**src/rtl/btn_event_arbiter.sv**
```systemverilog
// Debounced button event classifier (PRESS/LONG/REPEAT/RELEASE) with a round-robin shared event channel.
// Define BTN_AUTOREPEAT_EN to enable REPEAT events while a button stays held after LONG.

module btn_evt_fsm #(
    parameter int LONG_TICKS   = 200,
    parameter int REPEAT_TICKS = 40,
    parameter int CNT_W        = 8
) (
    input  logic       clk_5ms,
    input  logic       rst,
    input  logic       deb,
    output logic       post,
    output logic [1:0] post_type
);
    localparam logic [1:0] EV_PRESS   = 2'b00;
    localparam logic [1:0] EV_LONG    = 2'b01;
    localparam logic [1:0] EV_REPEAT  = 2'b10;
    localparam logic [1:0] EV_RELEASE = 2'b11;

    generate
        if ((2 ** CNT_W) <= LONG_TICKS || (2 ** CNT_W) <= REPEAT_TICKS) begin : g_bad_cnt_w
            $error("CNT_W too small for LONG_TICKS/REPEAT_TICKS");
        end
    endgenerate

`ifdef BTN_AUTOREPEAT_EN
    typedef enum logic [1:0] {S_IDLE, S_PRESSED, S_HELD, S_REPEAT} state_t;
`else
    typedef enum logic [1:0] {S_IDLE, S_PRESSED, S_HELD} state_t;
`endif

    state_t           state, state_n;
    logic [CNT_W-1:0] cnt, cnt_n;
    logic             btn_q;

    always_ff @(posedge clk_5ms or posedge rst) begin
        if (rst) begin
            state <= S_IDLE;
            cnt   <= '0;
            btn_q <= 1'b0;
        end else begin
            state <= state_n;
            cnt   <= cnt_n;
            btn_q <= deb;
        end
    end

    always_comb begin
        state_n   = state;
        cnt_n     = cnt;
        post      = 1'b0;
        post_type = EV_PRESS;
        case (state)
            S_IDLE: begin
                if (deb && !btn_q) begin
                    post    = 1'b1;
                    cnt_n   = '0;
                    state_n = S_PRESSED;
                end
            end
            S_PRESSED: begin
                if (!deb) begin
                    post      = 1'b1;
                    post_type = EV_RELEASE;
                    cnt_n     = '0;
                    state_n   = S_IDLE;
                end else if (cnt == CNT_W'(LONG_TICKS - 1)) begin
                    post      = 1'b1;
                    post_type = EV_LONG;
                    cnt_n     = '0;
                    state_n   = S_HELD;
                end else begin
                    cnt_n = cnt + 1'b1;
                end
            end
`ifdef BTN_AUTOREPEAT_EN
            S_HELD, S_REPEAT: begin
                if (!deb) begin
                    post      = 1'b1;
                    post_type = EV_RELEASE;
                    cnt_n     = '0;
                    state_n   = S_IDLE;
                end else if (cnt == CNT_W'(REPEAT_TICKS - 1)) begin
                    post      = 1'b1;
                    post_type = EV_REPEAT;
                    cnt_n     = '0;
                    state_n   = S_REPEAT;
                end else begin
                    cnt_n = cnt + 1'b1;
                end
            end
`else
            // Terminal until release; the counter stays at 0 from the LONG clear.
            S_HELD: begin
                if (!deb) begin
                    post      = 1'b1;
                    post_type = EV_RELEASE;
                    state_n   = S_IDLE;
                end
            end
`endif
            default: state_n = S_IDLE;
        endcase
    end
endmodule

module btn_event_arbiter #(
    parameter int NUM_BTN      = 4,
    parameter int ID_W         = 2,
    parameter int LONG_TICKS   = 200,
    parameter int REPEAT_TICKS = 40,
    parameter int CNT_W        = 8
) (
    input  logic               clk_5ms,
    input  logic               rst,
    input  logic [NUM_BTN-1:0] btn_deb,
    output logic               evt_valid,
    output logic [ID_W-1:0]    evt_id,
    output logic [1:0]         evt_type,
    input  logic               evt_ack,
    output logic [NUM_BTN-1:0] pend,
    output logic               ovf
);
    generate
        if ((2 ** ID_W) < NUM_BTN) begin : g_bad_id_w
            $error("ID_W too small for NUM_BTN");
        end
    endgenerate

    logic [NUM_BTN-1:0]      post;
    logic [NUM_BTN-1:0][1:0] post_type;
    logic [NUM_BTN-1:0][1:0] slot;
    logic [ID_W-1:0]         ptr, sel, cand, ptr_n;
    logic                    hit, load, gnt;

    for (genvar i = 0; i < NUM_BTN; i++) begin : g_btn
        btn_evt_fsm #(
            .LONG_TICKS  (LONG_TICKS),
            .REPEAT_TICKS(REPEAT_TICKS),
            .CNT_W       (CNT_W)
        ) u_fsm (
            .clk_5ms  (clk_5ms),
            .rst      (rst),
            .deb      (btn_deb[i]),
            .post     (post[i]),
            .post_type(post_type[i])
        );
    end

    // Search only the registered pend; same-edge posts wait one cycle.
    always_comb begin
        hit  = 1'b0;
        sel  = '0;
        cand = '0;
        for (int o = 0; o < NUM_BTN; o++) begin
            cand = ID_W'((int'(ptr) + o) % NUM_BTN);
            if (!hit && pend[cand]) begin
                hit = 1'b1;
                sel = cand;
            end
        end
        ptr_n = ID_W'((int'(sel) + 1) % NUM_BTN);
        load  = !evt_valid || evt_ack;
        gnt   = load && hit;
    end

    always_ff @(posedge clk_5ms or posedge rst) begin
        if (rst) begin
            pend      <= '0;
            slot      <= '0;
            ovf       <= 1'b0;
            evt_valid <= 1'b0;
            evt_id    <= '0;
            evt_type  <= 2'b00;
            ptr       <= '0;
        end else begin
            for (int i = 0; i < NUM_BTN; i++) begin
                // A post wins over a same-edge grant; the grant already took the old slot.
                if (post[i]) begin
                    pend[i] <= 1'b1;
                    slot[i] <= post_type[i];
                    if (pend[i] && !(gnt && sel == ID_W'(i)))
                        ovf <= 1'b1;
                end else if (gnt && sel == ID_W'(i)) begin
                    pend[i] <= 1'b0;
                end
            end
            if (load) begin
                if (hit) begin
                    evt_valid <= 1'b1;
                    evt_id    <= sel;
                    evt_type  <= slot[sel];
                    ptr       <= ptr_n;
                end else begin
                    evt_valid <= 1'b0;
                end
            end
        end
    end
endmodule

```
**config.mk**
```make
export PLATFORM = sky130hd
export DESIGN_NAME = btn_event_arbiter
export DESIGN_NICKNAME = d
export VERILOG_FILES = /design/src/rtl/btn_event_arbiter.sv
export SDC_FILE = /design/constraint.sdc
export NUM_CORES = 1
export LEC_CHECK = 0
export ABC_AREA = 1
export CAP_MARGIN = 30
export CORE_UTILIZATION = 51
export CTS_BUF_LIST = sky130_fd_sc_hd__clkbuf_16
export DETAILED_ROUTE_END_ITERATION = 16
export GPL_TIMING_DRIVEN = 0
export PLACE_DENSITY = 0.69
export SETUP_SLACK_MARGIN = 0.4
export SLEW_MARGIN = 20
export SYNTH_ARGS = -nofsm -noshare
export SYNTH_HDL_FRONTEND = slang
export SYNTH_HIERARCHICAL = 1
export SYNTH_SLANG_ARGS = --single-unit
```
**constraint.sdc**
```tcl
create_clock -name clk_5ms -period 2 [get_ports clk_5ms]
set_input_delay 0.2 -clock clk_5ms [delete_from_list [all_inputs] [get_ports clk_5ms]]
set_output_delay 0.2 -clock clk_5ms [all_outputs]
set_load 0.01 [all_outputs]
```
==> run summary <==
The run finished, with violations left. The final reports fail on setup timing. The wire-length estimate of the detail-placed layout is 6.136 mm. The analysis attributes to net switching a power of 3.556 mW. Switching fraction of total power: 0.4410.

Yosys printed 6 warnings. The sequential share of power was 0.233. For the met2 demand-to-capacity share in global routing, the log shows 0.3705. TritonCTS built the clock tree.

Fraction of final layout cells sized beyond drive strength 1: 0.2859. From left edge to right edge, the die measures 94.68 um. The synthesized netlist contains 28 unique library cells. The synthesized netlist occupies a cell area of 4380 um^2.

The run gives 1 as the number of setup violations in the final report. The detailed router finished its first iteration with 127 violations. For this run, the number of standard cells in the final layout without fillers is 724.

The final RePlAce weighted congestion was 0.8405; the combinational power share was 0.566. Per-cell routed wire length: 11.67 um. Critical path class: reg2reg. The number of buffers between clock root and the deepest sink came out at 2.

In this run the worst path has a maximum fanout of 5. In the final layout, the multi-input gates occupy 2475 um^2. The number of nets produced by synthesis is 604, and the synthesized area divided by synthesized cell count is 7.645 um^2. For this run, design rule violations remaining after detail routing come to 0.

The internal power of the cells totals 4.506 mW. Summing over every cut layer, the via total after detailed routing is 3,622. The routing usage on met3 was 0.03382. Largest clock skew in the final design: 0.004858 ns.

From synthesis to final layout, the design area changed by 19.77%. The sequential cells in the finished layout cover a total of 1604 um^2. The count of input and output buffers came out at 16.

The areal power density over the cells is 1537 nW/um^2. For the post-route worst setup slack, the log shows -0.00001643 ns. Measured along the y axis, the die boundary spans 94.68 um.

The fraction of the yosys area taken by sequential cells came out at 0.3656. The initialized floorplan defines 33 standard-cell rows. For the clock network fraction of total power, the log shows 0.202. IR analysis of the VDD net gives a maximum drop of 677.3 uV. Leaving out fill and tap cells, the most frequent cells in the layout are 146 x sky130_fd_sc_hd__nand2_1, 84 x sky130_fd_sc_hd__inv_1, 62 x sky130_fd_sc_hd__dfrtp_1, 38 x sky130_fd_sc_hd__nand2_2, 30 x sky130_fd_sc_hd__nand3_1.

For the remaining number of nets flagged by the antenna check after routing, the log shows 0. The data arrival time of the worst path is 2.21 ns. The cell chosen for the clock root was sky130_fd_sc_hd__clkbuf_16. In this run, CTS created clock tree buffers numbering 9.

The tools report the type of element capturing the critical path as a register. Across all register-to-register paths, the minimum setup slack is -0.00002 ns. The H-tree was split into 3 levels. The overflow left after global routing is 0. The post-route fraction of the period consumed by the critical path works out to 1.000.

Highest achievable clock rate: 0.5000 GHz. The library cell used most frequently in the layout, excluding fill and tap cells, is sky130_fd_sc_hd__nand2_1. Using the TritonRoute via totals, the vias-per-cell ratio works out to 5.003. The count of mapped cells out of synthesis was 573; the initial antenna violation count was 0. The number of hold buffers added after CTS was 0. For the pin with the worst max-slew slack, the measured transition is 0.7454 ns. In this run the count of I/O pins placed on the die edge is 17.

The effective utilization at floorplan was 0.5305. The clock transition at the registers of the reported paths was 0.05 ns; the data required time at the worst endpoint was 2.21 ns. The overall routing resource usage is 0.2129. The number of global-route vias before repair is 3,494, and the largest net degree at the start of global routing is 21. After detailed routing, the total wire length is 8.448 mm. For this design, the sink count on the clock tree is 64. 0 antenna diodes ended up in the layout.

Max-capacitance violation count: 0. Highest-utilization routing layer at the global route stage: met2. Before antenna repair, the detailed router went through 4 iterations. For this design the static power due to leakage is 2.737 nW. In the final design database the tool counted 645 nets.

The max-slew violation total from the final report is 0, and the global-route met1 utilization is 0.2609. Startpoint type of the worst setup path: a register. After layout, the minimum clock period comes to 2.000 ns. Register bit total from synthesis: 64.

In this run the critical register-to-register path is captured at ovf. The number of fillers in the final layout was 708. The first global-routing pass estimated 15.04 mm of wire. The logs give 0 for the total count of hold-check failures in the final report and 8258 um^2 for the total core area.

The number of cells on the worst reg-to-reg path is 16. The tools report the clock latency of the later-clocked register in the worst-skew pair as 0.32 ns. The die covers 8963 um^2. Reg-to-reg critical path startpoint: ptr[0].

The logs give 694 for the number of placed instances with taps included and 0.5025 for the relative slew slack. The design draws 8.062 mW. The min-delay analysis places its worst path in the category in2async.

Setup repair after global routing could not meet its margin everywhere.
==> critical path, cell delays in order (launching register included) <==
cell and delay [ns]:
sky130_fd_sc_hd__dfrtp_2 0.45, sky130_fd_sc_hd__clkinvlp_4 0.16, sky130_fd_sc_hd__nand2_2 0.10, sky130_fd_sc_hd__nand2_4 0.08, sky130_fd_sc_hd__nand2_4 0.07, sky130_fd_sc_hd__nand2_4 0.06
sky130_fd_sc_hd__nor2_8 0.12, sky130_fd_sc_hd__nand3_4 0.08, sky130_fd_sc_hd__nand2_4 0.08, sky130_fd_sc_hd__nand2_4 0.08, sky130_fd_sc_hd__inv_2 0.09, sky130_fd_sc_hd__ha_2 0.18
sky130_fd_sc_hd__inv_1 0.05, sky130_fd_sc_hd__o21ai_2 0.12, sky130_fd_sc_hd__o21bai_1 0.07, sky130_fd_sc_hd__inv_1 0.05, sky130_fd_sc_hd__nand2_1 0.04
==> cells in the mapped netlist (all sizes together) <==
master	number	share of area
a21oi	18	0.024
buf	5	0.013
inv	101	0.089
nand3	46	0.064
nand2	202	0.22
nand4	22	0.036
o21ai	23	0.027
o21bai	1	0.0017
ha	24	0.069
a21o	2	0.0034
nor2	63	0.083
o21a	1	0.0017
dfrtp	64	0.37
nand3b	1	0.0046
==> registers in the layout, summed over array words and instances, names as in the netlist <==
| register | cells |
|---|---|
| evt_id | 2 |
| evt_type | 2 |
| evt_valid | 1 |
| g_btn.u_fsm/btn_q | 4 |
| g_btn.u_fsm/cnt | 32 |
| g_btn.u_fsm/state | 8 |
| ovf | 1 |
| pend | 4 |
| ptr | 2 |
| slot | 8 |
==> worst max-delay path by stage <==
stage	start	to	slack [ns]
after floorplan	ptr[0]	ovf	0.19
after global placement	ptr[1]	ovf	0.03
after detailed placement	ptr[0]	ovf	0.003
after CTS	ptr[0]	ovf	0.09
after global routing	ptr[0]	ovf	-0.09
final	ptr[0]	ovf	-0.00002
==> repair_timing <==
action                     4_1_cts  5_1_grt
pin swaps                       11        3
gates resized for setup         26       16
setup endpoints to repair        9       20
hold endpoints to repair         0        0
setup buffers                   12        0
cloned                           2        0
==> power by group through the flow <==
stage | combinational, mW | clock [mW] | sequential, mW
4_1_cts | 4.41 | 1.67 | 1.87
3_5_place_dp | 3.77 | 0 | 1.88
6_report | 4.56 | 1.63 | 1.88
2_1_floorplan | 3.00 | 0 | 1.86
5_1_grt | 5.07 | 1.72 | 1.92
3_3_place_gp | 3.68 | 0 | 1.86
==> metal layers <==
metal,vias up,wire (um)
met3,7,183
met4,0,96
met2,32,4327
met1,1715,3840
met5,-,0
li1,1868,-
==> cell families after synthesis <==
group           count (synthesis)  share of synthesized area
fa+ha+maj                      24                    0.06855
buf+inv                       106                     0.1023
simple gates                  334                     0.4056
flops                          64                     0.3656
compound gates                 45                    0.05798
==> layout make-up <==
| type | instances | share of cell area |
|---|---|---|
| timing repair buffer | 29 | 0.04985 |
| clock buffer | 9 | 0.04293 |
| timing repair inverter | 1 | 0.001431 |
| multi-input combinational | 403 | 0.4717 |
| tap | 105 | 0.02504 |
| inverter | 101 | 0.07608 |
| buffer | 5 | 0.01073 |
| sequential | 64 | 0.3057 |
| clock inverter | 7 | 0.01646 |
==> stage by stage <==
step	utilization	worst slack, ns	TNS, ns	area [um^2]	hold WS (ns)
after floorplan	-	0.1927	0	4404	0.05244
after global placement	0.5686	0.03274	0	4696	0.4690
after detailed placement	0.5686	0.002863	0	4696	0.4700
after CTS	0.6306	0.09282	0	5207	0.3963
after global routing	0.6353	-0.09483	-0.09483	5246	0.4621
final	0.6353	-0.00001643	-0.00001643	5246	0.3825
No activity file was read; power rests on OpenSTA's default activity.
